**src/rtl/iw_fetch_queue_if.sv**
```systemverilog
`default_nettype none
// ============================================================================
// Module  : iw_fetch_queue_if
// Brief   : IF request, bus response, flush and ID handshake bundle
// Revision: 1.0 - initial release
// ============================================================================
interface iw_fetch_queue_if #(
  parameter int DEPTH  = 4,
  parameter int PC_W   = 32,
  parameter int INST_W = 32
);
  localparam int DW = $clog2(DEPTH) + 1;

  // IF side
  logic              req_fire;
  logic [PC_W-1:0]   req_pc;
  logic              req_exc;
  logic [5:0]        req_ecode;
  logic [8:0]        req_esubcode;
  logic              req_allow;

  // bus response and pipeline flush
  logic              data_ok;
  logic [INST_W-1:0] rdata;
  logic              flush;

  // ID side
  logic              out_valid;
  logic              out_ready;
  logic [PC_W-1:0]   out_pc;
  logic [INST_W-1:0] out_inst;
  logic              out_exc;
  logic [5:0]        out_ecode;
  logic [8:0]        out_esubcode;

  logic [DW-1:0]     discard_cnt;

  modport master (
    output req_fire, req_pc, req_exc, req_ecode, req_esubcode,
    output data_ok, rdata, flush, out_ready,
    input  req_allow, out_valid, out_pc, out_inst, out_exc,
    input  out_ecode, out_esubcode, discard_cnt
  );

  modport slave (
    input  req_fire, req_pc, req_exc, req_ecode, req_esubcode,
    input  data_ok, rdata, flush, out_ready,
    output req_allow, out_valid, out_pc, out_inst, out_exc,
    output out_ecode, out_esubcode, discard_cnt
  );
endinterface
`default_nettype wire

```
**src/rtl/iw_fetch_queue.sv**
```systemverilog
`default_nettype none
// ============================================================================
// Module  : iw_fetch_queue
// Brief   : In-order instruction-wait queue between IF and ID with flush
//           accounting of stale bus responses
// Revision: 1.0 - initial release
// ============================================================================
module iw_fetch_queue #(
  parameter int DEPTH  = 4,
  parameter int PC_W   = 32,
  parameter int INST_W = 32
) (
  input wire               clk,
  input wire               rst,
  iw_fetch_queue_if.slave  fq
);
  localparam int AW = $clog2(DEPTH);
  localparam int DW = AW + 1;

  localparam logic [AW:0]   c_depth_cnt = (AW+1)'(DEPTH);
  localparam logic [AW+1:0] c_depth_out = (AW+2)'(DEPTH);

  // entry storage
  logic [DEPTH-1:0]  r_valid;
  logic [DEPTH-1:0]  r_filled;
  logic [DEPTH-1:0]  r_exc;
  logic [PC_W-1:0]   r_pc     [DEPTH];
  logic [INST_W-1:0] r_inst   [DEPTH];
  logic [5:0]        r_ecode  [DEPTH];
  logic [8:0]        r_esub   [DEPTH];

  logic [AW:0]       r_head;
  logic [AW:0]       r_tail;
  logic [DW-1:0]     r_discard;

  logic [AW-1:0]     w_head_idx;
  logic [AW-1:0]     w_tail_idx;
  logic [AW:0]       w_count;
  logic [AW:0]       w_pending;
  logic [AW+1:0]     w_outstanding;
  logic [AW+1:0]     w_flush_sum;
  logic [AW+1:0]     w_flush_next;
  logic              w_allow;
  logic              w_alloc;
  logic              w_out_valid;
  logic              w_pop;
  logic              w_fill_hit;
  logic [AW-1:0]     w_fill_idx;

  function automatic logic [AW-1:0] f_slot(input logic [AW-1:0] base, input int k);
    return base + AW'(k);
  endfunction

  assign w_head_idx = r_head[AW-1:0];
  assign w_tail_idx = r_tail[AW-1:0];
  assign w_count    = r_tail - r_head;

  always_comb begin
    w_pending = '0;
    for (int k = 0; k < DEPTH; k++) begin
      w_pending = w_pending + (AW+1)'(r_valid[k] & ~r_filled[k]);
    end
  end

  // Responses return in issue order, so the oldest unfilled entry owns the next one.
  always_comb begin
    w_fill_hit = 1'b0;
    w_fill_idx = '0;
    for (int k = 0; k < DEPTH; k++) begin
      if (!w_fill_hit && r_valid[f_slot(w_head_idx, k)] && !r_filled[f_slot(w_head_idx, k)]) begin
        w_fill_hit = 1'b1;
        w_fill_idx = f_slot(w_head_idx, k);
      end
    end
  end

  assign w_outstanding = (AW+2)'(w_pending) + (AW+2)'(r_discard);
  assign w_allow       = !rst && !fq.flush && (w_count < c_depth_cnt) && (w_outstanding < c_depth_out);
  assign w_alloc       = fq.req_fire && w_allow;

  assign w_out_valid = r_valid[w_head_idx] && r_filled[w_head_idx] && !fq.flush;
  assign w_pop       = w_out_valid && fq.out_ready;

  // Every in-flight request at flush time, including one issued this cycle, comes back stale.
  assign w_flush_sum  = w_outstanding + (AW+2)'(fq.req_fire && !fq.req_exc);
  assign w_flush_next = (fq.data_ok && (w_flush_sum != '0)) ? (w_flush_sum - 1'b1) : w_flush_sum;

  always_ff @(posedge clk) begin
    if (rst) begin
      r_valid   <= '0;
      r_filled  <= '0;
      r_exc     <= '0;
      r_head    <= '0;
      r_tail    <= '0;
      r_discard <= '0;
      for (int k = 0; k < DEPTH; k++) begin
        r_pc[k]    <= '0;
        r_inst[k]  <= '0;
        r_ecode[k] <= '0;
        r_esub[k]  <= '0;
      end
    end else if (fq.flush) begin
      r_valid   <= '0;
      r_head    <= '0;
      r_tail    <= '0;
      r_discard <= DW'(w_flush_next);
    end else begin
      if (fq.data_ok) begin
        if (r_discard != '0) begin
          r_discard <= r_discard - 1'b1;
        end else if (w_fill_hit) begin
          r_filled[w_fill_idx] <= 1'b1;
          r_inst[w_fill_idx]   <= fq.rdata;
        end
      end

      if (w_pop) begin
        r_valid[w_head_idx] <= 1'b0;
        r_head              <= r_head + 1'b1;
      end

      // A non-full queue never has its tail slot equal to a live head or fill target.
      if (w_alloc) begin
        r_valid[w_tail_idx]  <= 1'b1;
        r_filled[w_tail_idx] <= fq.req_exc;
        r_exc[w_tail_idx]    <= fq.req_exc;
        r_pc[w_tail_idx]     <= fq.req_pc;
        r_inst[w_tail_idx]   <= '0;
        r_ecode[w_tail_idx]  <= fq.req_ecode;
        r_esub[w_tail_idx]   <= fq.req_esubcode;
        r_tail               <= r_tail + 1'b1;
      end
    end
  end

  assign fq.req_allow    = w_allow;
  assign fq.out_valid    = w_out_valid;
  assign fq.out_pc       = r_pc[w_head_idx];
  assign fq.out_inst     = r_inst[w_head_idx];
  assign fq.out_exc      = r_exc[w_head_idx];
  assign fq.out_ecode    = r_ecode[w_head_idx];
  assign fq.out_esubcode = r_esub[w_head_idx];
  assign fq.discard_cnt  = r_discard;

endmodule
`default_nettype wire

```
**src/flat_wrapper.sv**
```systemverilog
// flat-port wrapper written by rule: the top's interface ports become plain ports
module iw_fetch_queue_flat 
#(
  parameter int DEPTH  = 4,
  parameter int PC_W   = 32,
  parameter int INST_W = 32
)
  (clk, rst, fq_req_fire, fq_req_pc, fq_req_exc, fq_req_ecode, fq_req_esubcode, fq_data_ok, fq_rdata, fq_flush, fq_out_ready, fq_req_allow, fq_out_valid, fq_out_pc, fq_out_inst, fq_out_exc, fq_out_ecode, fq_out_esubcode, fq_discard_cnt);
  iw_fetch_queue_if #(.DEPTH(DEPTH), .PC_W(PC_W), .INST_W(INST_W)) fq_i ();
  input wire clk;
  input wire rst;
  input wire logic [$bits(fq_i.req_fire)-1:0] fq_req_fire;
  input wire logic [$bits(fq_i.req_pc)-1:0] fq_req_pc;
  input wire logic [$bits(fq_i.req_exc)-1:0] fq_req_exc;
  input wire logic [$bits(fq_i.req_ecode)-1:0] fq_req_ecode;
  input wire logic [$bits(fq_i.req_esubcode)-1:0] fq_req_esubcode;
  input wire logic [$bits(fq_i.data_ok)-1:0] fq_data_ok;
  input wire logic [$bits(fq_i.rdata)-1:0] fq_rdata;
  input wire logic [$bits(fq_i.flush)-1:0] fq_flush;
  input wire logic [$bits(fq_i.out_ready)-1:0] fq_out_ready;
  output wire logic [$bits(fq_i.req_allow)-1:0] fq_req_allow;
  output wire logic [$bits(fq_i.out_valid)-1:0] fq_out_valid;
  output wire logic [$bits(fq_i.out_pc)-1:0] fq_out_pc;
  output wire logic [$bits(fq_i.out_inst)-1:0] fq_out_inst;
  output wire logic [$bits(fq_i.out_exc)-1:0] fq_out_exc;
  output wire logic [$bits(fq_i.out_ecode)-1:0] fq_out_ecode;
  output wire logic [$bits(fq_i.out_esubcode)-1:0] fq_out_esubcode;
  output wire logic [$bits(fq_i.discard_cnt)-1:0] fq_discard_cnt;
  assign fq_i.req_fire = fq_req_fire;
  assign fq_i.req_pc = fq_req_pc;
  assign fq_i.req_exc = fq_req_exc;
  assign fq_i.req_ecode = fq_req_ecode;
  assign fq_i.req_esubcode = fq_req_esubcode;
  assign fq_i.data_ok = fq_data_ok;
  assign fq_i.rdata = fq_rdata;
  assign fq_i.flush = fq_flush;
  assign fq_i.out_ready = fq_out_ready;
  assign fq_req_allow = fq_i.req_allow;
  assign fq_out_valid = fq_i.out_valid;
  assign fq_out_pc = fq_i.out_pc;
  assign fq_out_inst = fq_i.out_inst;
  assign fq_out_exc = fq_i.out_exc;
  assign fq_out_ecode = fq_i.out_ecode;
  assign fq_out_esubcode = fq_i.out_esubcode;
  assign fq_discard_cnt = fq_i.discard_cnt;
  iw_fetch_queue #(.DEPTH(DEPTH), .PC_W(PC_W), .INST_W(INST_W)) u_core (.clk(clk), .rst(rst), .fq(fq_i));
endmodule
```
**config.mk**
```make
export PLATFORM = sky130hd
export DESIGN_NAME = iw_fetch_queue_flat
export DESIGN_NICKNAME = d
export VERILOG_FILES = /design/src/rtl/iw_fetch_queue_if.sv /design/src/rtl/iw_fetch_queue.sv /design/src/flat_wrapper.sv
export SDC_FILE = /design/constraint.sdc
export NUM_CORES = 1
export LEC_CHECK = 0
export CORE_ASPECT_RATIO = 0.8
export CORE_MARGIN = 1
export CORE_UTILIZATION = 50
export DETAILED_ROUTE_END_ITERATION = 8
export HOLD_SLACK_MARGIN = 0.1
export PLACE_DENSITY = 0.72
export SETUP_SLACK_MARGIN = 0.5
export SYNTH_ARGS = -nofsm -noshare
export SYNTH_HDL_FRONTEND = slang
export SYNTH_SLANG_ARGS = --single-unit
export TNS_END_PERCENT = 5
```
**constraint.sdc**
```tcl
create_clock -name clk -period 7.7 [get_ports clk]
set_clock_uncertainty 0.2 [all_clocks]
set_input_delay 1.155 -clock clk [delete_from_list [all_inputs] [get_ports clk]]
set_output_delay 1.155 -clock clk [all_outputs]
set_load 0.03 [all_outputs]
```
==> Word-level counts from Yosys, hierarchy flattened <==
Memory sizes are Yosys's and may differ from the RTL's. A register that Yosys moved wholly into a read port is not among the register bits.
Index checks and enable logic that the tools add are counted.
{ "totals": {"ff_bits": 21, "ramBits": 316, "in_bits": 86, "out_inout_bits": 85, "elab_cells": 171, "memories": 4} }
{ "op_classes": {"n_addsub": 13, "n_lt_le_gt_ge": 11, "mux": 83, "bitwise_logic": 13, "n_reduce_logical": 41} }
{ "memory_table": {"columns": ["name", "words", "width", "rd", "rd_ports_with_merged_regs", "write_ports", "line", "rtl"], "rows": [
  ["u_core.r_inst", 4, 32, 1, 1, 4, "iw_fetch_queue.sv:28", "logic [INST_W-1:0] r_inst [DEPTH];"],
  ["u_core.r_pc", 4, 32, 1, 1, 4, "iw_fetch_queue.sv:27", "logic [PC_W-1:0] r_pc [DEPTH];"],
  ["u_core.r_esub", 4, 9, 1, 1, 4, "iw_fetch_queue.sv:30", "logic [8:0] r_esub [DEPTH];"],
  ["u_core.r_ecode", 4, 6, 1, 1, 4, "iw_fetch_queue.sv:29", "logic [5:0] r_ecode [DEPTH];"]
]} }
{ "op_table": {"columns": ["operator", "count"], "rows": [
  ["$mux 32", 3],
  ["$reduce_or 32->1", 3],
  ["$mux 4", 10],
  ["$mux 2", 17],
  ["$mux 1", 33],
  ["$logic_and 1x1->1", 19],
  ["$bmux 1 s2", 9],
  ["$lt 2x3->1 const B", 6],
  ["$and 1x3->3", 4],
  ["$mux 3", 4],
  ["$not 1->3", 4],
  ["$logic_not 1->1", 10],
  ["$add 3x3->3", 3],
  ["$mux 9", 1],
  ["$reduce_or 9->1", 1],
  ["$bwmux 4", 2],
  ["$or 4x4->4", 2],
  ["$add 3x1->3 const B", 2],
  ["$demux 1 s2", 3],
  ["$ge 2x1->1 const B", 3],
  ["$mux 6", 1],
  ["$reduce_or 6->1", 1],
  ["$sub 3x1->3 const B", 2],
  ["$add 2x2->2 const B", 2],
  ["other kinds (14)", 16]
]} }

==> Logic depth before layout (Yosys ltp) <==
Gate-level depths: netlist (run 1).
{ "logic_depth": {"ltp_word": 29, "ltp_mapped": 16, "depth_no_buf": 15} }

==> Least setup slack after synthesis (run 1) <==
Ideal clock, no wire load.
{ "synth_timing": {"path_kind": "reg-to-reg", "from": "reg u_core.r_filled[0]", "to": "mem u_core.r_ecode[3][0] (enable)", "setup_ns": 0.467, "arrival_time_ns": 5.586, "required_ns": 7.033, "slack_ns": 1.447, "path_stages_with_launch": 14, "path_buffers": 1, "period_less_slack_ns": 6.253, "cell_sequence": "dfxtp_1 > and2b_1 > inv_1 > fa_1 > inv_1 > ha_1 > ha_1 > fa_1 > xnor2_1 > nand3_1 > nor3b_2 > clkbuf_1 > a21oi_1 > a21oi_1"} }
{ "synth_rtl": {"columns": ["item", "line", "rtl"], "rows": [
  ["start, declared", "iw_fetch_queue.sv:25", "logic [DEPTH-1:0] r_filled;"],
  ["start signal, assigned by index", "iw_fetch_queue.sv:125", "r_filled[w_tail_idx] <= fq.req_exc;"],
  ["end, declared", "iw_fetch_queue.sv:29", null]
]} }

==> Final worst setup path (run 1) <==
{ "layout_timing": {"from": "reg u_core.r_filled[0]", "to": "out fq_req_allow"} }
{ "layout_between": {"elab_chain_cells": 8} }
{ "layout_rtl": {"columns": ["item", "line", "rtl"], "rows": [
  ["$not 1->3", "iw_fetch_queue.sv:61", "w_pending = w_pending + (AW+1)'(r_valid[k] & ~r_filled[k]);"],
  ["$and 1x3->3", "iw_fetch_queue.sv:61", null],
  ["$add 3x3->3 (3 in a row)", "iw_fetch_queue.sv:61", null],
  ["$add 3x3->4", "iw_fetch_queue.sv:77", "assign w_outstanding = (AW+2)'(w_pending) + (AW+2)'(r_discard);"],
  ["$lt 4x3->1", "iw_fetch_queue.sv:78", "assign w_allow = !rst && !fq.flush && (w_count < c_depth_cnt) && (w_outstanding < c_depth_out);"],
  ["$logic_and 1x1->1", "iw_fetch_queue.sv:78", null],
  ["end, declared", "flat_wrapper.sv:21", "output wire logic [$bits(fq_i.req_allow)-1:0] fq_req_allow;"]
]} }
Every way passes these cells.

==> flow_summary.ini, run 1 <==
[die]
coreArea_mm2 = 0.0306
rows = 57
io_pins = 171
die_y_um = 160
die_area_mm2 = 0.0321
die_w_um = 200
start_util_pct = 51.3

[detailed_routing]
vias = 10700
ant_nets = 0
wl_mm = 38.3
drcViolationCount = 0
dr.pass1.iters = 5
drt_iter0_markers = 919
wl_per_cell_um = 21.4
vias_per_cell = 5.99

[grt]
grt_max_degree = 70
grt-ovfl-total = 0
grt_pass1_wl_mm = 61.1
antenna_found_initial = 1
grt_use_total_pct = 24.5
first_global_vias = 10800

[place]
gp_congestion = 0.867
io_buffers = 170
dpl.hpwl_mm = 22.2
place_area_mm2 = 0.0177

[yosys]
yosysUniqueCellTypes = 64
synth_top_area_share_pct = 36.0
yosysMostFrequentCell = and2_1
yosysWarnings = 0
synth_ff_type = edfxtp_1
synth-async-reset-ratio_pct = 0
yosysSeqAreaShare_pct = 55.2
synth.largest_area_cell = edfxtp_1
avgSynthCellArea_um2 = 12.7
syn_area_mm2 = 0.0157
syn_inst = 1232
synth_nets = 1339
synth-seq-cells = 339
yosys-top-cells-count = 192 x and2_1, 188 x edfxtp_1, 151 x dfxtp_1
synth_edf_count = 188
ys_top_cells_by_area = edfxtp_1 36%, dfxtp_1 19%, mux4_2 12%, and2_1 7.7%, nand3b_1 4.6%

[setup_path]
critPathLaunchType = flip-flop
worstPathCellList = and2b_1 -> inv_1 -> fa_1 -> inv_1 -> ha_1 -> ha_1 -> fa_1 -> xnor2_1 -> nand3_1 -> nor2_1 -> clkdlybuf4s50_1
critical_path_buf_inv_count = 3
crit_path_top_delay_cell = clkdlybuf4s50_1
critPathTopFamily = adder cells
critPathKind = flip-flop to output port
max_stage_delay_ps = 710
required_ps = 6340
critical_path_arrival_ps = 4250
worstPathMaxFanout = 5
end_kind = output port

[pwr]
leakagePower_nw = 6.48
p_int_w = 0.00308
power.total_w = 0.00402
sw_frac_of_total_pct = 23.5
vdd_drop_max_mv = 0.165
p_switching_w = 0.000946
p_comb_share_pct = 10.1
clkPwrFrac_pct = 39.8
p_per_area_mw_per_mm2 = 215
power_frac_seq_pct = 50.1

[timing]
finalHoldViolCount = 0
rsz0062_at_grt = false
setup_viol = 0
final.setup.tns_ps = 0
slew_viol_final = 0
worst_pin_slew_ps = 996
max-slew-margin-rel_pct = 33.5
timing.fmax_ghz = 0.178
period_share_pct = 72.8
fin_crit_ps = 5610

[cells_and_area]
drive_gt1_share_pct = 14.0
final_cell_area_mm2 = 0.0187
nNetsFinal = 1457
fillers = 2372
fin_util_pct = 61.2
area_growth_pct = 19.3

[cts]
clock_sinks = 339
clockBufferDepth = 3
cts_resized = 0
ctsHtreeMaxLevel = 2
cts_tree = built
path_clk_slew_ps = 50
hold_buffers = 0
cts_setup_buffers = 0
cts-root-buf = clkbuf_16
clk_latency_ps = 520
cts_buffers = 37

[run_status]
status = completed

[job]
maxCapViolCount = 0

[worst_hold_path]
hold_path_class = flip-flop to flip-flop
==> worst register-to-register path: stages (launching register included) <==
cell,delay [ps]
dfxtp_1,320
and2b_1,240
inv_1,100
fa_1,560
inv_1,50
ha_1,190
ha_1,310
fa_1,450
xnor2_1,410
nand3_1,230
nor2_1,180
nand2_1,190
nor3_2,190
buf_4,420
or2_2,810
buf_4,390
==> final timing paths <==
path	from	endpoint	slack, ps	cells past startpoint
setup / recovery	u_core.r_filled[0]	fq_req_allow	2090	11
hold / removal	u_core.r_exc[1]	u_core.r_exc[1]	250	2
setup reg to reg	u_core.r_filled[0]	u_core.r_pc[1][24]	2150	15
hold reg to reg	u_core.r_exc[1]	u_core.r_exc[1]	250	2
==> flip-flops by register name (all words and copies together) (netlist names), named ones only <==
name / cells
u_core.fq.discard_cnt: 3
u_core.r_ecode: 24
u_core.r_esub: 36
u_core.r_exc: 4
u_core.r_filled: 4
u_core.r_head: 3
u_core.r_inst: 128
u_core.r_pc: 128
u_core.r_tail: 3
u_core.r_valid: 4
==> metal layers <==
metal | part of all wire [%] | vias to the layer above | track usage [%] | routed length (um)
li1 | - | 4878 | - | -
met1 | 45 | 5398 | 36.1 | 17300
met2 | 47 | 371 | 38.6 | 18100
met3 | 5.6 | 64 | 3.02 | 2160
met4 | 2.2 | 0 | 6.11 | 838
met5 | 0 | - | 0 | 0
==> power by group through the flow <==
stage	combinational (W)	clock [W]	sequential [W]
final	0.000407	0.00160	0.00201
after global routing	0.000440	0.00170	0.00202
after CTS	0.000410	0.00163	0.00201
after detailed placement	0.000408	0	0.00205
after global placement	0.000405	0	0.00205
after floorplan	0.000230	0	0.00205
==> stage by stage <==
| stage | setup slack (ps) | instances | hold WS (ps) |
|---|---|---|---|
| 6_report | 2090 | 1789 | 250 |
| 5_1_grt | 1770 | 1789 | 281 |
| 4_1_cts | 2090 | 1788 | 257 |
| 3_5_place_dp | 2170 | 1724 | 249 |
| 3_3_place_gp | 2280 | 1724 | 237 |
| 2_1_floorplan | 1450 | 1232 | 229 |
==> cells by family after synthesis <==
family                     count (synthesis)  share of synthesized area (%)
and+or+nand+nor                          468                           19.2
muxes                                     87                           12.2
adders and majority gates                 21                           1.77
xor gates and xnor gates                  12                          0.670
DFF                                      339                           55.2
buffers and inverters                    132                           3.59
AOI/OAI and AO/OA                        173                           7.34
==> placed cells by master (no fill, tap or decap), types with 4 or more instances in the layout <==
cell type          n
clkinv_2           4
nor2_1            16
o21ai_0           63
a21oi_1           11
buf_4             23
nand2_1           22
clkinv_1           6
clkbuf_16         37
a22o_1            32
xnor2_1            9
clkbuf_1          11
ha_1              19
edfxtp_1         188
o21ai_1           37
nand4_1           97
or2_2              4
inv_1             16
dfxtp_1          149
nand3b_1          96
clkdlybuf4s50_1  169
and2_1           192
mux4_2            84
nand3_1           11
==> layout make-up <==
cell class              count  area, um^2  area share, %
multi-input cells         761        6520           34.8
well taps                 413         517           2.76
repair buffers            193        1870           9.98
diodes                      1        2.50         0.0134
clock inverters            13        68.8          0.367
flip-flops and latches    339        8680           46.3
inverters                  18        67.6          0.361
clock buffers              51        1010           5.38
No activity file was read; power rests on OpenSTA's default activity.
==> run 2, diff against run 1 <==
clock period = 5.4 ns   (was 7.7 ns; I/O delays follow)
==> run 2 against run 1 <==
Compared with the run above:
- setup slack worse by 1300 ps
- clock-buffer cell count is 5 lower
- combinational power is 45% higher
- sequential power is 43% higher
- critical endpoint unchanged
- largest power group unchanged
==> flow_summary.ini, run 2 (same netlist as run 1, synthesis figures left out) <==
[die]
coreArea_mm2 = 0.0306
io_pins = 171
die_w_um = 200
die_y_um = 160
rows = 57
die_area_mm2 = 0.0321
start_util_pct = 51.3

[cts]
clk_latency_ps = 510
cts-root-buf = clkbuf_16
cts_buffers = 35
ctsHtreeMaxLevel = 2
cts_tree = built
hold_buffers = 0
clock_sinks = 339
clockBufferDepth = 3
path_clk_slew_ps = 60

[cells_and_area]
fin_util_pct = 61.7
layout_commonest_cell = and2_1
area_growth_pct = 20.3
diodes = 0
nNetsFinal = 1460
drive_gt1_share_pct = 14.9
largestRegisters = u_core.r_inst (128), u_core.r_pc (128), u_core.r_esub (36)
multi_input_area_mm2 = 0.00653
fillers = 2323
mostFrequentLayoutCells = 192 x and2_1, 188 x edfxtp_1, 168 x clkdlybuf4s50_1, 149 x dfxtp_1, 97 x nand4_1
finalNonFillerCells = 1792
regArea_mm2 = 0.00868

[detailed_routing]
dr.pass1.iters = 5
vias_per_cell = 5.94
drcViolationCount = 0
wl_met2_mm = 17.7
highest_layer = met4
wirelength_met1_mm = 17.1
dr_wl_met3_mm = 2.46
wl_mm = 38.2
ant_nets = 0
wl_per_cell_um = 21.3
vias = 10600
drt_iter0_markers = 771

[pwr]
leakagePower_nw = 6.56
vdd_drop_max_mv = 0.192
p_int_w = 0.00445
p_per_area_mw_per_mm2 = 308
clkPwrFrac_pct = 40.6
p_switching_w = 0.00137
sw_frac_of_total_pct = 23.6
power_frac_seq_pct = 49.2
p_comb_share_pct = 10.2

[grt]
grt_pass1_wl_mm = 60.5
grt_max_degree = 109
antenna_found_initial = 0
grt-ovfl-total = 0
first_global_vias = 10700
grt_use_total_pct = 24.2

[timing]
final.setup.tns_ps = 0
slew_viol_final = 0
timing.fmax_ghz = 0.215
fin_crit_ps = 4650
max-slew-margin-rel_pct = 37.0
period_share_pct = 86.2
rsz0062_at_grt = false
worst_pin_slew_ps = 945
finalHoldViolCount = 0
setup_viol = 0

[setup_path]
r2r_cells = 15
crit_start = u_core.r_filled[0]
worstPathMaxFanout = 5
worstReg2RegEnd = u_core.r_esub[2][0]
required_ps = 4390
critPathLaunchType = flip-flop
crit_path_end = fq_req_allow
rr_startpoint = u_core.r_filled[0]
reg2reg_slack_ps = 920
critical_path_arrival_ps = 3640
end_kind = output port
critPathKind = flip-flop to output port

[place]
io_buffers = 170
dpl.hpwl_mm = 21.8
place_inst = 1729
gp_congestion = 0.861

[run_status]
status = completed

[worst_hold_path]
hold_path_class = flip-flop to flip-flop
hp-start = u_core.r_exc[2]

[job]
maxCapViolCount = 0
## run 2: cell types whose count changed in the layout (fill, tap and decap cells not counted), moves of 2 or more
cell	change
clkinv_2	+5
bufinv_16	+2
clkinv_1	-3
clkbuf_1	-4
buf_12	+6
## run 2: layout make-up
type	count	share of cell area, %
Sequential cell	339	45.9
Inverter	18	0.358
Clock buffer	46	5.13
Clock inverter	17	0.795
Tap cell	413	2.74
Multi-Input combinational cell	761	34.6
Timing Repair Buffer	198	10.5
## run 2: timing repair
action,in CTS,in global routing
gates cloned,0,0
gates resized for setup,3,2
endpoints found under the setup margin,1,48
pin swaps,0,0
setup buffers,0,0
hold endpoints to repair,0,0
## run 2: how the worst min path moves through the flow
stage | end | slack [ps] | cells past startpoint
after floorplan | u_core.r_exc[1] | 230 | 2
after global placement | u_core.r_exc[0] | 240 | 2
after detailed placement | u_core.r_exc[2] | 250 | 2
after CTS | u_core.r_exc[2] | 250 | 2
after global routing | u_core.r_exc[1] | 270 | 2
final | u_core.r_exc[2] | 250 | 2
## run 2: through the flow
| step | total power [W] | hold WS (ps) | setup slack [ps] | cell area [um^2] |
|---|---|---|---|---|
| final | 0.00583 | 253 | 748 | 18900 |
| after global routing | 0.00604 | 271 | 511 | 18900 |
| after CTS | 0.00587 | 254 | 504 | 18900 |
| after detailed placement | 0.00351 | 245 | 691 | 17800 |
| after global placement | 0.00350 | 236 | 771 | 17800 |
| after floorplan | 0.00325 | 229 | 371 | 15700 |
## run 2: power by group through the flow
| stage | registers (W) | logic (W) | clock network, W |
|---|---|---|---|
| CTS | 0.00287 | 0.000595 | 0.00241 |
| detailed placement | 0.00292 | 0.000590 | 0 |
| global placement | 0.00292 | 0.000586 | 0 |
| floorplan | 0.00292 | 0.000329 | 0 |
| finish | 0.00287 | 0.000592 | 0.00237 |
| global route | 0.00288 | 0.000637 | 0.00252 |
## run 2: critical path: stages (launching register included)
cell and delay [ps]:
dfxtp_1 320, and2b_1 220, inv_1 90, fa_1 540, inv_1 50, ha_1 190
ha_1 310, fa_1 470, xnor2_2 330, nand3_1 200, nor2_1 160, clkbuf_2 250
## run 2: metal layers
| layer | vias up | track usage [%] |
|---|---|---|
| li1 | 4884 | - |
| met1 | 5300 | 35.3 |
| met2 | 391 | 37.0 |
| met3 | 63 | 3.95 |
| met4 | 0 | 7.36 |
| met5 | - | 0 |
